File: src/rtl/mod_addsub_stream.sv
// Streaming modular adder/subtractor: LEN coefficients of (a +/- b) mod Q per job, 2-stage pipeline.
// Define MODADDSUB_RANGE_CHK_EN to add the sticky err output flagging operands >= Q.
module mod_addsub_stream #(
  parameter int DATA_WIDTH = 32,
  parameter int LEN        = 256,
  parameter int n_WIDTH    = 9
) (
  input  logic                  clk,
  input  logic                  rst,
  input  logic                  start,
  input  logic                  mode,
  input  logic [DATA_WIDTH-1:0] Q,
  input  logic                  in_valid,
  input  logic [DATA_WIDTH-1:0] a,
  input  logic [DATA_WIDTH-1:0] b,
  output logic                  out_valid,
  output logic [DATA_WIDTH-1:0] out,
  output logic                  ready,
  output logic                  done
`ifdef MODADDSUB_RANGE_CHK_EN
  ,
  output logic                  err
`endif
);

  typedef enum logic [1:0] {
    ST_IDLE  = 2'd0,
    ST_RUN   = 2'd1,
    ST_DRAIN = 2'd2,
    ST_DONE  = 2'd3
  } state_t;

  localparam logic [n_WIDTH-1:0] LEN_M1  = n_WIDTH'(LEN - 1);
  localparam logic [n_WIDTH-1:0] LEN_CNT = n_WIDTH'(LEN);

  state_t                state_r;
  logic [n_WIDTH-1:0]    acc_cnt_r;
  logic [n_WIDTH-1:0]    emit_cnt_r;
  logic [DATA_WIDTH-1:0] q_r;
  logic                  mode_r;
  logic                  ready_r;
  logic                  done_r;

  logic [DATA_WIDTH:0]   s1_r;
  logic                  s1_valid_r;
  logic [DATA_WIDTH-1:0] out_r;
  logic                  out_valid_r;

  logic                  start_s;
  logic                  accept_s;
  logic [DATA_WIDTH:0]   raw_s;
  logic [DATA_WIDTH-1:0] red_s;

  // Handshake qualification, stage-1 raw arithmetic and stage-2 reduction
  always_comb begin
    start_s  = 1'b0;
    accept_s = 1'b0;
    raw_s    = {(DATA_WIDTH+1){1'b0}};
    red_s    = {DATA_WIDTH{1'b0}};
    start_s  = (state_r == ST_IDLE) && start;
    accept_s = (state_r == ST_RUN) && in_valid;
    if (mode_r) begin
      raw_s = {1'b0, a} - {1'b0, b};
    end else begin
      raw_s = {1'b0, a} + {1'b0, b};
    end
    // Truncating (s -/+ Q) equals doing the arithmetic on the low DATA_WIDTH bits.
    if (mode_r) begin
      if (s1_r[DATA_WIDTH]) begin
        red_s = s1_r[DATA_WIDTH-1:0] + q_r;
      end else begin
        red_s = s1_r[DATA_WIDTH-1:0];
      end
    end else begin
      if (s1_r >= {1'b0, q_r}) begin
        red_s = s1_r[DATA_WIDTH-1:0] - q_r;
      end else begin
        red_s = s1_r[DATA_WIDTH-1:0];
      end
    end
  end

  // Job control FSM: sequencing, accept/emit counters, latched Q/mode, ready/done
  always_ff @(posedge clk or negedge rst) begin
    if (!rst) begin
      state_r    <= ST_IDLE;
      acc_cnt_r  <= {n_WIDTH{1'b0}};
      emit_cnt_r <= {n_WIDTH{1'b0}};
      q_r        <= {DATA_WIDTH{1'b0}};
      mode_r     <= 1'b0;
      ready_r    <= 1'b1;
      done_r     <= 1'b0;
    end else begin
      done_r <= 1'b0;
      if (s1_valid_r) begin
        emit_cnt_r <= emit_cnt_r + {{(n_WIDTH-1){1'b0}}, 1'b1};
      end
      case (state_r)
        ST_IDLE: begin
          ready_r <= 1'b1;
          if (start_s) begin
            state_r    <= ST_RUN;
            ready_r    <= 1'b0;
            q_r        <= Q;
            mode_r     <= mode;
            acc_cnt_r  <= {n_WIDTH{1'b0}};
            emit_cnt_r <= {n_WIDTH{1'b0}};
          end
        end
        ST_RUN: begin
          if (accept_s) begin
            acc_cnt_r <= acc_cnt_r + {{(n_WIDTH-1){1'b0}}, 1'b1};
            if (acc_cnt_r == LEN_M1) begin
              state_r <= ST_DRAIN;
            end
          end
        end
        ST_DRAIN: begin
          // emit_cnt_r reaching LEN means the final result is on out this cycle.
          if (emit_cnt_r == LEN_CNT) begin
            state_r <= ST_DONE;
            done_r  <= 1'b1;
          end
        end
        ST_DONE: begin
          state_r <= ST_IDLE;
          ready_r <= 1'b1;
        end
        default: begin
          state_r <= ST_IDLE;
          ready_r <= 1'b1;
        end
      endcase
    end
  end

  // Two-stage datapath: raw sum/difference, then modular reduction
  always_ff @(posedge clk or negedge rst) begin
    if (!rst) begin
      s1_r        <= {(DATA_WIDTH+1){1'b0}};
      s1_valid_r  <= 1'b0;
      out_r       <= {DATA_WIDTH{1'b0}};
      out_valid_r <= 1'b0;
    end else begin
      s1_valid_r  <= accept_s;
      out_valid_r <= s1_valid_r;
      if (accept_s) begin
        s1_r <= raw_s;
      end
      if (s1_valid_r) begin
        out_r <= red_s;
      end
    end
  end

`ifdef MODADDSUB_RANGE_CHK_EN
  logic err_r;

  // Sticky out-of-range flag, cleared by the next accepted start
  always_ff @(posedge clk or negedge rst) begin
    if (!rst) begin
      err_r <= 1'b0;
    end else if (start_s) begin
      err_r <= 1'b0;
    end else if (accept_s && ((a >= q_r) || (b >= q_r))) begin
      err_r <= 1'b1;
    end
  end

  assign err = err_r;
`endif

  assign out_valid = out_valid_r;
  assign out       = out_r;
  assign ready     = ready_r;
  assign done      = done_r;

endmodule
File: config.mk
export PLATFORM = sky130hd
export DESIGN_NAME = mod_addsub_stream
export DESIGN_NICKNAME = d
export VERILOG_FILES = /design/src/rtl/mod_addsub_stream.sv
export SDC_FILE = /design/constraint.sdc
export NUM_CORES = 1
export LEC_CHECK = 0
export ABC_AREA = 1
export ABC_CLOCK_PERIOD_IN_PS = 8000
export BUFFER_PORTS_ARGS = -buffer_cell sky130_fd_sc_hd__buf_2
export CAP_MARGIN = 10
export CORE_MARGIN = 3
export CORE_UTILIZATION = 55
export CTS_BUF_LIST = sky130_fd_sc_hd__clkbuf_4 sky130_fd_sc_hd__clkbuf_8
export DETAILED_ROUTE_END_ITERATION = 10
export GPL_ROUTABILITY_DRIVEN = 0
export PLACE_DENSITY_LB_ADDON = 0.1
export SLEW_MARGIN = 5
export SYNTH_ARGS = -nofsm -noshare
export SYNTH_HDL_FRONTEND = slang
export SYNTH_SLANG_ARGS = --single-unit
File: constraint.sdc
create_clock -name clk -period 8 [get_ports clk]
set_input_delay 0.4 -clock clk [delete_from_list [all_inputs] [get_ports clk]]
set_output_delay 0.4 -clock clk [all_outputs]
set_load 0.01 [all_outputs]
# Word-level counts from Yosys, hierarchy flattened
# Index checks and enable logic that the tools add are counted.
[classes]
n_reduce_logical = 8
n_eq_ne = 9
n_lt_le_gt_ge = 1
mux = 19
addsub = 6
[ops]
columns = ["op", "count"]
rows = [
  ["32-bit 2-to-1 mux", 3],
  ["9-bit 2-to-1 mux", 5],
  ["32-bit by 32-bit adder with 33-bit output", 1],
  ["33-bit by 32-bit greater-or-equal comparator with 1-bit output", 1],
  ["33-bit 2-to-1 mux", 1],
  ["32-bit by 32-bit subtractor with 33-bit output", 1],
  ["32-bit adder", 1],
  ["32-bit subtractor", 1],
  ["9-bit by 1-bit adder with 9-bit output (second input constant)", 2],
  ["9-bit one-hot mux with 2 select lines", 1],
  ["9-bit by 8-bit equality test with 1-bit output (second input constant)", 1],
  ["9-bit equality test (second input constant)", 1],
  ["2-bit 2-to-1 mux", 4],
  ["2-bit one-hot mux with 4 select lines", 1],
  ["2-bit inequality test (second input constant)", 3],
  ["2-bit equality test (second input constant)", 2],
  ["4-bit AND reduction", 1],
  ["2-bit nonzero test", 2],
  ["1-bit 2-to-1 mux", 3],
  ["3-bit AND reduction", 1],
  ["2-bit by 1-bit equality test with 1-bit output (second input constant)", 1],
  ["1-bit logical AND", 2],
  ["2-bit logical NOT", 1],
  ["2-bit by 1-bit inequality test with 1-bit output (second input constant)", 1],
  ["other kinds (2)", 2],
]
[totals]
in_bits = 101
ff_bits = 122

# Longest topological paths before layout
# Gate-level depths: netlist (run 1).
[logic_depth]
word_depth = 4
ltp_mapped = 22
depth_no_buf = 22

# Worst setup path before layout (run 1)
# OpenSTA, ideal clock, no wires.
[synth_timing]
path_kind = "in2reg"
from = "input port b[1]"
to = "register s1_r[24]"
setup_slack_ns = 5.015
cell_stages = 18
t_arrival_ns = 2.867
setup_ns = 0.118
n_path_buf = 0
cell_sequence = "inv_1 -> ha_1 -> nand3_1 -> nor2_1 -> nand2_1 -> nor2_1 -> nor2_1 -> a21oi_1 -> o21ai_0 -> xor2_1 -> ha_1 -> nand2_1 -> o21a_1 -> o21ai_0 -> a21oi_1 -> or2_2 -> nand3_1 -> nand2_1"
[synth_between]
elab_chain_len = 2
elab_cells_between_ends = 3
cone_classes = "add/sub: 2; mux: 1"
[synth_lines]
columns = ["element", "line", "rtl"]
rows = [
  ["start, declared", "15", "input logic [DATA_WIDTH-1:0] b,"],
  ["32-bit by 32-bit adder with 33-bit output or 32-bit by 32-bit subtractor with 33-bit output (tied branches)", "65, 63", ""],
  ["33-bit 2-to-1 mux (*)", "62", "if (mode_r) begin"],
  ["end signal, assigned", "140", "s1_r <= {(DATA_WIDTH+1){1'b0}};"],
  ["end signal, assigned", "148", "s1_r <= raw_s;"],
  ["end, declared", "44", "logic [DATA_WIDTH:0] s1_r;"],
]
# Every way passes the cells marked *; elsewhere a longest branch is shown, timed or not.
# A chain may end at the register's enable or synchronous reset.

# Worst setup path in the final report (run 1)
[layout_timing]
from = "register mode_r"
to = "register s1_r[24]"
[layout_between]
elab_chain_len = 1
[layout_lines]
columns = ["element", "line", "rtl"]
rows = [
  ["start, declared", "40", "logic mode_r;"],
  ["start signal, assigned", "105", "mode_r <= mode;"],
  ["33-bit 2-to-1 mux", "62", ""],
]
# No other way between the ends.

==> results_dict.tcl, run 1 <==
set metrics [dict create \
    status "finished, final reports clean" \
    synth_cells 2306 \
    clockRootBuffer "clkbuf_8" \
    vias 15000 \
    diodes 0 \
    h-tree-depth 4 \
    ys_warn_count 0 \
    clockBufferDepth 2 \
    rows 57 \
    yosysTopAreaCell "dfrtp_1" \
    required_ns 8.34 \
    cts.clk_slew.worst_paths_ns 0.11 \
    post_cts_resized 0 \
    ant_nets 0 \
    grt_setup_unrepaired "no" \
    grt_pass1_vias 14000 \
    worst_setup_path_end_kind "flop" \
    hold_class "input pin to flop" \
    tightest_slew_ns 1.15 \
    finalHoldViolations 0 \
    grt_overflow 0 \
    die_area_um2 27000 \
    wl_um 44300 \
    avgRoutedWirePerCell_um 16.2 \
    period_needed_ns 3.38 \
    cp_common_cell "nand2_1" \
    cap_viol_max_count 0 \
    async_flop_share 1.00 \
    slowest_delay_ns 0.51 \
    clk_latency_ns 0.47 \
    vias_per_cell 5.46 \
    cts_tree "yes" \
    skew_ns 0.0294 \
    nets 2612 \
    start_util 0.563 \
    numCtsBuffers 17 \
    fin_tns_setup_ns 0 \
    pin_count 136 \
    max_slew_margin 0.229 \
    die_height_um 164 \
    synth_ff_type "dfrtp_1" \
    syn_to_final_growth_pct 8.47 \
    dr.first_iter.drc_count 1399 \
    avgSynthCellArea_um2 5.98 \
    synth-seq-cells 122 \
    die-width_um 164 \
    path_max_fanout 19 \
    achievable-frequency_mhz 296 \
    worstSetupStartpointType "flop" \
    setup_viol 0 \
    clock_sinks 122 \
    slew_viol_final 0 \
    coreArea_um2 24500 \
    grt_util_all_layers 0.331 \
    io_buffers 135 \
    layout_common_cells "nand2_1 (732), inv_1 (394), nor2_1 (212)" \
    grt_pass1_wl_um 70600 \
    synth-edff-count 0 \
    drive_gt1_frac 0.0998 \
    dpl.hpwl_um 35000 \
    min_period_over_period 0.422 \
    ys_types 50 \
    syn_nets 2515 \
    worstSetupPathType "flop to flop" \
    syn_area_um2 13800 \
    synthTopCellsByArea "dfrtp_1 (22%), nand2_1 (20%), inv_1 (11%)" \
    cp_slowest_cell "o21ai_0" \
    crit_chain "buf_4 > inv_2 > nand2_1 > o21ai_0 > xor2_1 > inv_1 > ha_1 > nand2_1 > nor2_1 > nand2_1 > o21ai_0 > a21oi_1 > or2_2 > nand3_1 > nand2_1" \
    netlist.area_leader.share 0.220 \
    layout_commonest_cell "nand2_1" \
    arrival_ns 3.71 \
    drt_first_pass_iters 7 \
    ys_seq_area_frac 0.222 \
    grt_max_degree 75 \
    drc 0 \
    grt_antenna_before_repair 0 \
]
-- routing by layer --
metal	wire length (um)	global-route usage	share of wire
met3	4270	0.0492	0.096
met5	0	0	0
met1	19000	0.459	0.43
met2	19700	0.531	0.44
met4	1390	0.108	0.031
-- cells by family after synthesis --
kind of cell / after synthesis / synth area share
xor gates and xnor gates: 59 / 0.0375
buffers and inverters: 465 / 0.135
and+or+nand+nor: 1223 / 0.375
AOI/OAI and AO/OA: 329 / 0.130
adders and majority gates: 108 / 0.0997
DFF: 122 / 0.222
-- through the flow --
stage | std cells | setup WS, ns | hold WS [ns] | area [um^2] | util
2_1_floorplan | 2306 | 5.02 | 0.104 | 13800 | -
3_3_place_gp | 2707 | 4.44 | 0.460 | 14600 | 0.595
3_5_place_dp | 2707 | 4.33 | 0.465 | 14600 | 0.595
4_1_cts | 2740 | 4.69 | 0.117 | 14900 | 0.611
5_1_grt | 2740 | 4.21 | 0.132 | 14900 | 0.611
6_report | 2740 | 4.62 | 0.126 | 14900 | 0.611
-- cell usage after synthesis (all sizes together) (2+ instances only) --
cell / count
nand2: 751
inv: 398
nor2: 219
nand3: 168
a21oi: 161
o21ai: 122
dfrtp: 121
ha: 105
xor2: 45
buf: 38
nand4: 28
nor3: 28
clkbuf: 27
o21bai: 15
xnor2: 14
or2: 8
a31oi: 7
nand3b: 7
o22ai: 7
o21a: 6
a21o: 4
and2: 4
nor3b: 4
nor4: 4
fa: 3
a21boi: 2
clkinv: 2
o31ai: 2
-- critical path: cells and delay by family, from the launching register on --
family / cells / cell delay [ns]
AO/OA/AOI/OAI: 3 / 0.83
XOR/XNOR: 1 / 0.16
adder cells (fa/ha/maj): 1 / 0.35
buffers and inverters: 3 / 0.52
flip-flops: 1 / 0.37
AND/OR/NAND/NOR: 7 / 1.02
-- path summary, 6_finish.rpt --
path	slack [ns]	depth (start not counted)	end	start
min in group asynchronous	0.50	2	q_r[6]	rst
max in group asynchronous	6.08	3	q_r[20]	rst
setup reg to reg	4.62	15	s1_r[24]	mode_r
hold / removal	0.13	3	q_r[4]	Q[4]
hold reg to reg	0.49	2	out[22]	out[22]
setup / recovery	4.62	15	s1_r[24]	mode_r
-- layout make-up --
cell class	count	area, um^2
Fill cell	2463	9510
Clock buffer	17	234
Tap cell	324	405
Clock inverter	15	146
Multi-Input combinational cell	1719	8860
Sequential cell	122	3050
Timing Repair Buffer	143	741
Inverter	400	1510
-- sequential cells by signal (all words and copies together), names as in the netlist, 2 cells and up --
register / count
q_r: 32
out: 32
state_r: 2
s1_r: 33
emit_cnt_r: 9
acc_cnt_r: 9
-- what timing repair did --
action | 4_1_cts | 5_1_grt
buffers inserted | 0 | 0
endpoints found under the hold margin | 19 | 0
hold buffers | 1 | 0
Power of run 1 is not shown: default switching activity piles up to over one toggle a cycle in this logic, so the estimate is an artifact.
==> run 2: changes to the inputs <==
- ABC_CLOCK_PERIOD_IN_PS: 8000 -> 3200
- clock period: 8 -> 3.2 ns (I/O delays scaled with it)
==> run 2 against run 1 <==
  * Global-route usage rose by 1.0 points
  * Non-clock buffer count rose by 61
  * Fmax rose by 13%
  * Sequential share of layout area fell by 0.73 points
  * Hold slack got worse by 0.089 ns
  * Clock skew fell by 0.010 ns
  * Design area rose by 3.7%
  * Wire length rose by 2.5%
  * Core utilization rose by 2.3 points
  * Die area did not move
  * Flip-flop and latch count did not move
  * Cell count rose by 2.2%
==> results_dict.tcl, run 2 (same netlist as run 1, synthesis figures left out) <==
set metrics [dict create \
    status "finished, final reports clean" \
    setup_viol 0 \
    dr.first_iter.drc_count 1520 \
    placed_cells 2735 \
    hold_buffers 34 \
    layout_common_cells "nand2_1 (732), inv_1 (394), nor2_1 (212)" \
    worst_setup_path_end_kind "flop" \
    cts_tree "yes" \
    avgRoutedWirePerCell_um 16.2 \
    period_needed_ns 3.00 \
    worstSetupStartpointType "flop" \
    fin_tns_setup_ns 0 \
    coreArea_um2 24500 \
    cp_slowest_cell "ha_1" \
    vias_per_cell 5.45 \
    grt_antenna_before_repair 0 \
    grt_util_all_layers 0.342 \
    cp_common_cell "nand2_1" \
    drt_first_pass_iters 6 \
    layout_commonest_cell "nand2_1" \
    diodes 0 \
    final-seq-area_um2 3050 \
    vias 15300 \
    hold_class "input pin to flop" \
    io_buffers 135 \
    nets 2673 \
    slew_viol_final 0 \
    multi_input_area_um2 8860 \
    clk_latency_ns 0.47 \
    fill_cells 2374 \
    post_cts_resized 0 \
    post-cts-setup-buffer-count 0 \
    slowest_delay_ns 0.47 \
    grt_overflow 0 \
    die_height_um 164 \
    worst-path-buf-inv 0 \
    achievable-frequency_mhz 333 \
    clockRootBuffer "clkbuf_8" \
    skew_ns 0.0190 \
    min_period_over_period 0.938 \
    rows 57 \
    syn_to_final_growth_pct 12.5 \
    drc 0 \
    numCtsBuffers 17 \
    fin_cells 2801 \
    grt_max_degree 65 \
    grt_setup_unrepaired "no" \
    die-width_um 164 \
    start_util 0.563 \
    crit_family "simple AND/OR/NAND/NOR gates" \
    max_slew_margin 0.383 \
    worstSetupPathType "flop to flop" \
    die_area_um2 27000 \
    tightest_slew_ns 0.925 \
    clockBufferDepth 2 \
    wl_um 45400 \
    cap_viol_max_count 0 \
    top_register "s1_r" \
    dpl.hpwl_um 36000 \
    clock_sinks 122 \
    arrival_ns 3.35 \
    grt_pass1_wl_um 73100 \
    path_max_fanout 34 \
    required_ns 3.55 \
    crit_chain "ha_1 > nand2_1 > nor2_1 > nand2_1 > nor2_2 > nand2_1 > nand3_2 > nor2_4 > nand2_8 > or2_2 > nand3_1 > a21oi_1" \
    ant_nets 0 \
    drive_gt1_frac 0.109 \
    cts.clk_slew.worst_paths_ns 0.09 \
    grt_pass1_vias 14300 \
    largest_reg_flops 33 \
    pin_count 136 \
    finalHoldViolations 0 \
    h-tree-depth 4 \
]
[run 2: final timing paths]
| check | start | end | slack, ns | depth (start not counted) |
|---|---|---|---|---|
| min in group asynchronous | rst | q_r[6] | 0.33 | 2 |
| setup / recovery | s1_r[20] | out[3] | 0.20 | 12 |
| setup reg to reg | s1_r[20] | out[3] | 0.20 | 12 |
| hold reg to reg | emit_cnt_r[8] | emit_cnt_r[8] | 0.48 | 1 |
| max in group asynchronous | rst | s1_r[9] | 1.99 | 3 |
| hold / removal | b[0] | s1_r[0] | 0.04 | 3 |
[run 2: layout make-up]
type                            instances  share of cell area
Clock buffer                           17              0.0151
Clock inverter                         15             0.00968
Inverter                              400              0.0972
Multi-Input combinational cell       1719               0.571
Sequential cell                       122               0.197
Tap cell                              324              0.0261
Timing Repair Buffer                  204              0.0834
[run 2: metal layers]
metal  GRT usage  wire [um]  up-vias
li1            -          -     7537
met1       0.471      19400     6938
met2       0.546      20100      707
met3      0.0520       4360       96
met4       0.116       1610        0
met5           0          0        -
[run 2: metrics by stage]
step	area [um^2]	util	hold slack (ns)	setup slack (ns)
3_5_place_dp	14800	0.604	0.330	-0.0390
5_1_grt	15500	0.634	0.0526	0.0106
2_1_floorplan	13800	-	-0.136	0.290
6_report	15500	0.634	0.0365	0.198
3_3_place_gp	14800	0.604	0.314	0.0439
4_1_cts	15500	0.634	0.0351	0.262
[run 2: tightest hold or removal path: cells and delay by family]
| kind | cells | cell delay, ns |
|---|---|---|
| AO/OA/AOI/OAI | 1 | 0.08 |
| buffers and inverters | 1 | 0.09 |
| adder cells (fa/ha/maj) | 1 | 0.13 |
Power of run 2 is left out for the same reason.
